## src/rtl/serializador_der_izq_pkg.sv

```systemverilog
// Shared definitions for the right-to-left serializer.
//   estado_t  : FSM state encoding (IDLE/DESPLAZA/CAPTURA)
//   ancho_cnt : bit-pair counter width for a given N (never below 1)
package serializador_der_izq_pkg;

  typedef enum logic [1:0] {
    IDLE     = 2'd0,
    DESPLAZA = 2'd1,
    CAPTURA  = 2'd2
  } estado_t;

  function automatic int ancho_cnt(input int n);
    return (n < 1) ? 1 : $clog2(n + 1);
  endfunction

endpackage

```

## src/rtl/serializador_der_izq_contador_bits.sv

```systemverilog
// contador_bits: bit-pair index counter.
//   i_clk, i_reset_L : clock, async active-low reset
//   i_clr            : synchronous clear to 0 (has priority over i_en)
//   i_en             : increment by one
//   o_k / o_k_sig    : current index and current index + 1
//   o_term           : o_k == N
//   o_term_sig       : o_k + 1 == N (lets the caller register ultimo a cycle early)
module contador_bits
  import serializador_der_izq_pkg::*;
#(
  parameter int N  = 4,
  parameter int CW = ancho_cnt(N)
) (
  input  logic          i_clk,
  input  logic          i_reset_L,
  input  logic          i_clr,
  input  logic          i_en,
  output logic [CW-1:0] o_k,
  output logic [CW-1:0] o_k_sig,
  output logic          o_term,
  output logic          o_term_sig
);

  // CW = clog2(N+1), so N always fits at counter width.
  localparam logic [CW-1:0] K_FIN = CW'(N);

  logic [CW-1:0] r_k;
  logic [CW-1:0] w_k_sig;

  assign w_k_sig = r_k + CW'(1);

  always_ff @(posedge i_clk or negedge i_reset_L) begin
    if (!i_reset_L)  r_k <= '0;
    else if (i_clr)  r_k <= '0;
    else if (i_en)   r_k <= w_k_sig;
  end

  assign o_k        = r_k;
  assign o_k_sig    = w_k_sig;
  assign o_term     = (r_k == K_FIN);
  assign o_term_sig = (w_k_sig == K_FIN);

endmodule

```

## src/rtl/serializador_der_izq.sv

```systemverilog
// serializador_der_izq: feeds two N+1-bit words LSB first, one bit pair per
// clock, to the right-to-left comparison network and captures its result.
//   i_clk, i_reset_L         : clock, async active-low reset
//   i_inicio                 : start request, honoured only in IDLE
//   i_palabraA/B, i_x_inicial: parallel words and initial state
//   i_z_in                   : network result, valid during CAPTURA
//   o_ocupado                : load edge through capture cycle
//   o_a_s/o_b_s/o_bit_valido : current bit pair and its qualifier
//   o_primero/o_ultimo       : pair is bit 0 / bit N
//   o_x_p                    : latched initial state
//   o_resultado/o_listo      : held result, one-cycle completion pulse
module serializador_der_izq
  import serializador_der_izq_pkg::*;
#(
  parameter int N = 4
) (
  input  logic         i_clk,
  input  logic         i_reset_L,
  input  logic         i_inicio,
  input  logic [N:0]   i_palabraA,
  input  logic [N:0]   i_palabraB,
  input  logic [N-1:0] i_x_inicial,
  input  logic         i_z_in,
  output logic         o_ocupado,
  output logic         o_a_s,
  output logic         o_b_s,
  output logic         o_bit_valido,
  output logic         o_primero,
  output logic         o_ultimo,
  output logic [N-1:0] o_x_p,
  output logic         o_resultado,
  output logic         o_listo
);

  localparam int CW = ancho_cnt(N);

  estado_t       r_estado;
  logic [N:0]    r_a, r_b;
  logic [CW-1:0] w_k, w_k_sig;
  logic          w_term, w_term_sig;
  logic          w_carga, w_avanza;

  assign w_carga  = (r_estado == IDLE) && i_inicio;
  assign w_avanza = (r_estado == DESPLAZA) && !w_term;

  contador_bits #(.N(N), .CW(CW)) u_cnt (
    .i_clk      (i_clk),
    .i_reset_L  (i_reset_L),
    .i_clr      (w_carga),
    .i_en       (w_avanza),
    .o_k        (w_k),
    .o_k_sig    (w_k_sig),
    .o_term     (w_term),
    .o_term_sig (w_term_sig)
  );

  // Outputs are registered, so each edge presents the pair for the index the
  // counter moves to on that same edge: bit 0 comes straight from the input
  // words at the load edge, later bits from the shadow copy at k+1.
  always_ff @(posedge i_clk or negedge i_reset_L) begin
    if (!i_reset_L) begin
      r_estado     <= IDLE;
      r_a          <= '0;
      r_b          <= '0;
      o_ocupado    <= 1'b0;
      o_a_s        <= 1'b0;
      o_b_s        <= 1'b0;
      o_bit_valido <= 1'b0;
      o_primero    <= 1'b0;
      o_ultimo     <= 1'b0;
      o_x_p        <= '0;
      o_resultado  <= 1'b0;
      o_listo      <= 1'b0;
    end else begin
      case (r_estado)
        IDLE: begin
          if (i_inicio) begin
            r_a          <= i_palabraA;
            r_b          <= i_palabraB;
            o_x_p        <= i_x_inicial;
            o_a_s        <= i_palabraA[0];
            o_b_s        <= i_palabraB[0];
            o_bit_valido <= 1'b1;
            o_primero    <= 1'b1;
            o_ultimo     <= (N == 0);
            o_ocupado    <= 1'b1;
            r_estado     <= DESPLAZA;
          end
        end
        DESPLAZA: begin
          o_primero <= 1'b0;
          if (w_term) begin
            o_a_s        <= 1'b0;
            o_b_s        <= 1'b0;
            o_bit_valido <= 1'b0;
            o_ultimo     <= 1'b0;
            o_listo      <= 1'b1;
            r_estado     <= CAPTURA;
          end else begin
            o_a_s    <= r_a[w_k_sig];
            o_b_s    <= r_b[w_k_sig];
            o_ultimo <= w_term_sig;
          end
        end
        CAPTURA: begin
          o_resultado <= i_z_in;
          o_listo     <= 1'b0;
          o_ocupado   <= 1'b0;
          r_estado    <= IDLE;
        end
        default: r_estado <= IDLE;
      endcase
    end
  end

  logic w_unused;
  assign w_unused = ^w_k;

endmodule

```

## config.mk

```make
export PLATFORM = sky130hd
export DESIGN_NAME = serializador_der_izq
export DESIGN_NICKNAME = d
export VERILOG_FILES = /design/src/rtl/serializador_der_izq_pkg.sv /design/src/rtl/serializador_der_izq_contador_bits.sv /design/src/rtl/serializador_der_izq.sv
export SDC_FILE = /design/constraint.sdc
export NUM_CORES = 1
export LEC_CHECK = 0
export ABC_AREA = 0
export BUFFER_PORTS_ARGS = -buffer_cell sky130_fd_sc_hd__buf_2
export CORE_ASPECT_RATIO = 1.5
export CORE_MARGIN = 2
export CORE_UTILIZATION = 38
export CTS_CLUSTER_DIAMETER = 80
export DETAILED_ROUTE_END_ITERATION = 16
export PLACE_DENSITY = 0.72
export SYNTH_ARGS = -nofsm -noshare
export SYNTH_HDL_FRONTEND = slang
export SYNTH_SLANG_ARGS = --single-unit
```

## constraint.sdc

```tcl
create_clock -name i_clk -period 1.8 [get_ports i_clk]
set_input_delay 0.18 -clock i_clk [delete_from_list [all_inputs] [get_ports i_clk]]
set_output_delay 0.18 -clock i_clk [all_outputs]
set_load 0.01 [all_outputs]
```

==> implementation parameters, run 1 <==
Parameter                              Value

STA
  Number of setup violations in the final report    0
  Fin crit period    approximately 1700 ps
  Ratio of final minimum period to clock period    0.946
  Setup WS post-layout    just under 100 ps
  Hold Fails Final Rpt    0
  Headroom to the max-slew limit    0.613
  Timing-limited maximum frequency    just under 600 MHz
  Worst clock skew    roughly 5.3 ps
  Slew @ Worst Pin    581 ps
  Final setup TNS    0 ps
  RSZ-0062 raised after global routing    no
  Final count of pins violating max slew    0

Clock tree
  Root Buffer Master    sky130_fd_sc_hd__clkbuf_8
  TritonCTS clock tree    yes
  Clock-pin slew of the registers on the worst-case setup and hold paths    roughly 90 ps
  Level count of the clock H-tree    1
  Clock buffers created by TritonCTS    3
  Clock Tree Buf Depth    2
  Resized cells post-CTS    0
  Clock Latency Late Sink    around 280 ps
  CTS Sinks    27

Layout
  Proportion of layout cells with a drive suffix above 1    0.439
  Final instance area    approximately 1500 µm²
  Post-layout instance count excluding filler cells    ~170
  Number of nets in the layout    154
  Antenna cells    0
  Number of filler cells placed in the layout    about 280
  Growth of design area from synthesis to finish    20.7%

Floorplanning
  Initial core utilization    0.393
  Die footprint    between 3000 and 4000 µm²
  Area inside the core boundary    between 3000 and 4000 µm²
  Number of top-level design ports    30
  Die Span X    roughly 50 µm
  Floorplan die height    between 70 and 80 µm
  # rows    25

Placed design
  RePlAce Congestion    around 0.85
  Placed instance area    1410 µm²
  Placed Instances    167
  Half-perimeter wire length after placement    between 1500 and 2000 µm
  Count of input and output buffers    29
  Worst setup slack after placement    104 ps

Worst setup path
  Number of buffers and inverters on the critical path    0
  Delay of the slowest critical-path stage    ~400 ps
  CP cell instances    ha_1 -> ha_1 -> mux2_2 -> a21oi_1 -> o211ai_1
  Arr. time, crit path    approximately 1900 ps
  Top cell family by delay on the critical path    adder cells
  Critical path's slowest cell    sky130_fd_sc_hd__dfrtp_1
  Category of the most critical setup path    flip-flop to flip-flop
  Worst Path Max Fanout    6
  Critical path launch point type    flip-flop
  Kind of end point of the critical path    flip-flop
  Crit path required time    between 1500 and 2000 ps
  Cell with the most instances on the worst path    sky130_fd_sc_hd__ha_1

Pwr
  Combinational share of power    0.454
  Reported net switching power    between 0.9 and 1 mW
  Leakage dissipation    0.704 nW
  Pwr per Cell Area    ~1700 nW/µm²
  IR drop worst, VDD    approximately 0.98 mV
  Clock network fraction of design power    0.134
  Tot Pwr    ~2.6 mW
  Part of the total power dissipated in sequential elements    0.413
  Internal power of the cells    around 1.7 mW
  Switching part of the total    0.352

Min path
  Hold crit path type    input port to flip-flop

Synthesis
  Cell Area, Synth    ~1200 µm²
  Library cells used by synthesis    21
  Synthesized Nets    between 100 and 150
  Syn_area_per_cell    about 12 µm²
  Ys Warns    0
  Sequential fraction of the synthesis area    0.555
  Dominant cell type by area after synthesis    sky130_fd_sc_hd__dfrtp_1
  Async SR Flop Fraction    1.00
  Cell types with the largest area share after synthesis    sky130_fd_sc_hd__dfrtp_1 (55%), sky130_fd_sc_hd__mux2_2 (18%), sky130_fd_sc_hd__ha_1 (3.1%), sky130_fd_sc_hd__inv_1 (2.5%), sky130_fd_sc_hd__a21oi_1 (2.1%)
  Top cell types by occurrence after synthesis    sky130_fd_sc_hd__dfrtp_1 (27), sky130_fd_sc_hd__mux2_2 (19), sky130_fd_sc_hd__inv_1 (8)
  Total of flip-flops plus latches after synthesis    27
  Number of enable-type register cells in the synthesized netlist    0
  Top cell type's share of synthesized area    0.555
  Most numerous cell in the Yosys netlist    sky130_fd_sc_hd__dfrtp_1
  Syn Inst Count    98
  Primary FF master, synth    sky130_fd_sc_hd__dfrtp_1

Drt
  First-pass iteration count of the detailed router    4
  WL/cell    ~13 µm
  Remaining antenna violation count after routing    0
  Total Routed Length    around 2200 µm
  Violation count after the first detailed-routing iteration    43
  Remaining design rule violation count    0
  Vias    a little under 900
  Via density per instance    5.05

Flow run
  Max capacitance violation total    0

Outcome
  Run status    complete, no violations

Global route
  First-pass GRT wire length    3740 µm
  Number of antenna violations at the first check in global routing    0
  GRT overflow    0
  Pin count of the biggest net entering global routing    28
  All-Layer GR Usage    0.135
  Via count of the first global-routing pass    898
==> registers in the layout (all words and copies together), names as in the netlist <==
signal,count
r_a,5
o_listo,1
r_estado,2
u_cnt.o_k,3
o_a_s,1
o_ultimo,1
o_ocupado,1
o_bit_valido,1
o_primero,1
r_b,5
o_x_p,4
o_resultado,1
o_b_s,1
==> layout make-up <==
class	count	area [µm²]	area share
Tap cell	40	50.0	0.0341
Clock buffer	3	41.3	0.0281
Multi-Input combinational cell	60	489	0.333
Clock inverter	1	5.00	0.00341
Sequential cell	27	676	0.460
Inverter	8	30.0	0.0204
Timing Repair Buffer	33	178	0.121
==> final timing paths <==
| check | startpoint | endpoint | slack, ps | depth (start not counted) |
|---|---|---|---|---|
| hold / removal | i_x_inicial[3] | o_x_p[3] | 130 | 2 |
| setup / recovery | u_cnt.o_k[0] | o_a_s | 100 | 5 |
| max in group asynchronous | i_reset_L | o_ultimo | 980 | 2 |
| min in group asynchronous | i_reset_L | r_b[0] | 430 | 2 |
| hold reg to reg | o_bit_valido | o_bit_valido | 480 | 1 |
| setup reg to reg | u_cnt.o_k[0] | o_a_s | 100 | 5 |
==> through the flow <==
stage          hold WS, ps   util
6_report               125  0.474
5_1_grt                125  0.474
4_1_cts                120  0.474
3_5_place_dp           216  0.456
3_3_place_gp           210  0.456
2_1_floorplan         -116      -
==> layout by cell type, fill, tap and decap left out, drive strengths merged <==
cell type,n
dfrtp,27
o21ai,2
buf,32
and2,3
dlygate4sd3,1
ha,3
o211ai,2
a21oi,5
inv,8
clkbuf,3
a311oi,1
a221oi,2
nand3,3
nor3b,1
nand2,4
clkinv,1
a21o,2
nor2b,2
mux2,20
nand4,2
nor2,6
nor4bb,2
==> cell families after synthesis <==
| family | share of synthesized area |
|---|---|
| and+or+nand+nor | 0.108 |
| adders and majority gates | 0.0308 |
| buffers and inverters | 0.0432 |
| muxes | 0.188 |
| AOI/OAI and AO/OA | 0.0750 |
| DFF | 0.555 |
==> routing by layer <==
layer | share of wire | track usage | vias to the layer above
met2 | 0.53 | 0.249 | 29
met5 | 0 | 0 | -
li1 | - | - | 411
met1 | 0.39 | 0.140 | 422
met4 | 0.037 | 0.0926 | 0
met3 | 0.045 | 0.0142 | 7
==> repair_timing <==
action,4_1_cts,5_1_grt
hold buffers,1,0
hold endpoints to repair,27,0
buffers inserted,0,0
==> power by group through the flow <==
stage | clock network [mW] | registers [mW] | logic (mW)
5_1_grt | 0.379 | 1.10 | 1.29
4_1_cts | 0.356 | 1.07 | 1.18
3_3_place_gp | 0 | 1.06 | 1.14
3_5_place_dp | 0 | 1.08 | 1.17
2_1_floorplan | 0 | 1.11 | 0.814
6_report | 0.344 | 1.06 | 1.17
No activity file was read; power rests on OpenSTA's default activity.
==> run 2: changes to the inputs <==
--- a/config.mk
+++ b/config.mk
@@ -6,13 +6,13 @@
 export NUM_CORES = 1
 export LEC_CHECK = 0
 export ABC_AREA = 0
-export BUFFER_PORTS_ARGS = -buffer_cell sky130_fd_sc_hd__buf_2
 export CORE_ASPECT_RATIO = 1.5
 export CORE_MARGIN = 2
 export CORE_UTILIZATION = 38
 export CTS_CLUSTER_DIAMETER = 80
 export DETAILED_ROUTE_END_ITERATION = 16
-export PLACE_DENSITY = 0.72
+export DONT_BUFFER_PORTS = 1
+export PLACE_DENSITY = 0.64
 export SYNTH_ARGS = -nofsm -noshare
 export SYNTH_HDL_FRONTEND = slang
 export SYNTH_SLANG_ARGS = --single-unit
==> run 2 against run 1 <==
Critical path depth unchanged. Sequential power increased by 8%. Global-route usage decreased by 0.42 points. Clock skew about the same. Final cell count decreased by 16%. Clock power decreased by 2%. Fmax increased by 0.94%.
==> implementation parameters, run 2 (synthesis gave the netlist of run 1 again) <==
Parameter                              Value

Layout
  Most common library cell in the layout ignoring fill and taps    sky130_fd_sc_hd__dfrtp_1
  Growth of design area from synthesis to finish    10.6%
  Final core occ    0.435
  Antenna cells    0
  Top Registers    r_a x5, r_b x5, o_x_p x4
  Post-layout instance count excluding filler cells    between 100 and 150
  Commonest cells after routing, fill and taps aside    sky130_fd_sc_hd__dfrtp_1 (27), sky130_fd_sc_hd__mux2_2 (19), sky130_fd_sc_hd__inv_1 (8), sky130_fd_sc_hd__nor2_1 (6), sky130_fd_sc_hd__a21oi_1 (5)
  Number of filler cells placed in the layout    about 280
  Proportion of layout cells with a drive suffix above 1    0.298
  Number of nets in the layout    126
  Area of all sequential standard cells    676 µm²
  Multi-input gate area    492 µm²

Outcome
  Run status    complete, no violations

Drt
  Total Routed Length    between 2000 and 2500 µm
  Metal-1 WL    822 µm
  Remaining antenna violation count after routing    0
  Remaining design rule violation count    0
  Violation count after the first detailed-routing iteration    11
  Vias    between 700 and 800
  WL/cell    between 15 and 20 µm
  Topmost layer with routed signal wires    met4
  Length of routed met3 wiring    about 180 µm
  Met2 Routed Length    1150 µm
  First-pass iteration count of the detailed router    4
  Via density per instance    a little over 5

Clock tree
  Level count of the clock H-tree    1
  CTS Sinks    27
  Clock Tree Buf Depth    2
  TritonCTS clock tree    yes
  Clock-pin slew of the registers on the worst-case setup and hold paths    90 ps
  Clock Latency Late Sink    about 270 ps
  Clock buffers created by TritonCTS    3
  Root Buffer Master    sky130_fd_sc_hd__clkbuf_8

Global route
  All-Layer GR Usage    0.131
  GRT overflow    0
  Number of antenna violations at the first check in global routing    0
  Via count of the first global-routing pass    between 800 and 900
  First-pass GRT wire length    around 3700 µm
  Pin count of the biggest net entering global routing    28

Floorplanning
  Initial core utilization    0.393
  Area inside the core boundary    between 3000 and 4000 µm²
  Die footprint    between 3000 and 4000 µm²
  Number of top-level design ports    30
  # rows    25
  Floorplan die height    73.3 µm
  Die Span X    between 50 and 60 µm

STA
  Setup WS post-layout    ~110 ps
  Final setup TNS    0 ps
  Headroom to the max-slew limit    0.703
  Timing-limited maximum frequency    593 MHz
  Hold Fails Final Rpt    0
  Worst clock skew    around 4.8 ps
  Slew @ Worst Pin    around 440 ps
  Final-layout worst hold slack    between 50 and 60 ps
  Ratio of final minimum period to clock period    0.937
  Final count of pins violating max slew    0
  Fin crit period    around 1700 ps
  RSZ-0062 raised after global routing    no
  Number of setup violations in the final report    0

Worst setup path
  Critical path launch point type    flip-flop
  Delay of the slowest critical-path stage    390 ps
  Arr. time, crit path    roughly 1800 ps
  Critical path's slowest cell    sky130_fd_sc_hd__dfrtp_1
  Worst Path Max Fanout    6
  CP cell instances    ha_1 -> ha_2 -> mux2_2 -> a21oi_1 -> o211ai_1
  Crit path required time    1940 ps
  Kind of end point of the critical path    flip-flop
  Category of the most critical setup path    flip-flop to flip-flop

Placed design
  Worst setup slack after placement    136 ps
  Half-perimeter wire length after placement    roughly 1600 µm
  RePlAce Congestion    0.812
  Count of input and output buffers    0
  Placed Instances    138

Flow run
  Max capacitance violation total    0

Pwr
  IR drop worst, VDD    0.835 mV
  Pwr per Cell Area    between 1500 and 2000 nW/µm²
  Leakage dissipation    slightly below 0.6 nW

Min path
  Hold crit path type    input port to flip-flop
run 2: cell count changes in the layout (fill, tap and decap cells not counted), sizes merged:
cell	change
buf	-28
run 2: metal layers:
layer,vias up,global-route usage
met1,351,0.138
li1,351,-
met2,25,0.237
met4,0,0.0556
met3,2,0.0386
met5,-,0
run 2: final timing paths:
check	startpoint	to	slack, ps	cells after the start
max in group asynchronous	i_reset_L	o_b_s	1310	2
worst max-delay path	u_cnt.o_k[0]	o_a_s	110	5
worst min register to register	r_b[2]	r_b[2]	510	1
worst min-delay path	i_x_inicial[2]	o_x_p[2]	50	1
worst max register to register	u_cnt.o_k[0]	o_a_s	110	5
min in group asynchronous	i_reset_L	o_ocupado	340	2
run 2: per-stage QoR:
stage	cell area (µm²)	power, mW
floorplan	1220	1.92
global placement	1270	2.10
detailed placement	1270	2.12
CTS	1340	2.48
global route	1350	2.66
finish	1350	2.47
run 2: where the power goes:
| part | leakage [nW] | internal [mW] | switching [mW] | total, mW |
|---|---|---|---|---|
| Sequential | 0.322 | 0.898 | 0.245 | 1.14 |
| Combinational | 0.249 | 0.533 | 0.453 | 0.987 |
| Clock | 0.0255 | 0.155 | 0.181 | 0.336 |
| Total | 0.596 | 1.59 | 0.880 | 2.47 |
run 2: timing repair:
item | CTS | global route
buffers inserted | 0 | 0
gates resized for setup | 0 | 1
hold buffers | 2 | 0
endpoints found under the setup margin | 0 | 2
hold endpoints to repair | 27 | 0
run 2: worst max-delay path: cells and delay by family (launching register included):
| family | cells | cell delay (ps) |
|---|---|---|
| flops | 1 | 390 |
| fa+ha+maj | 2 | 580 |
| compound gates | 2 | 230 |
| mux | 1 | 350 |
run 2: final cells by class:
type                    count  share of cell area
flip-flops and latches     27               0.502
multi-input cells          60               0.365
repair buffers              5              0.0390
well taps                  40              0.0372
clock buffers               3              0.0307
inverters                   8              0.0223
clock inverters             1             0.00372
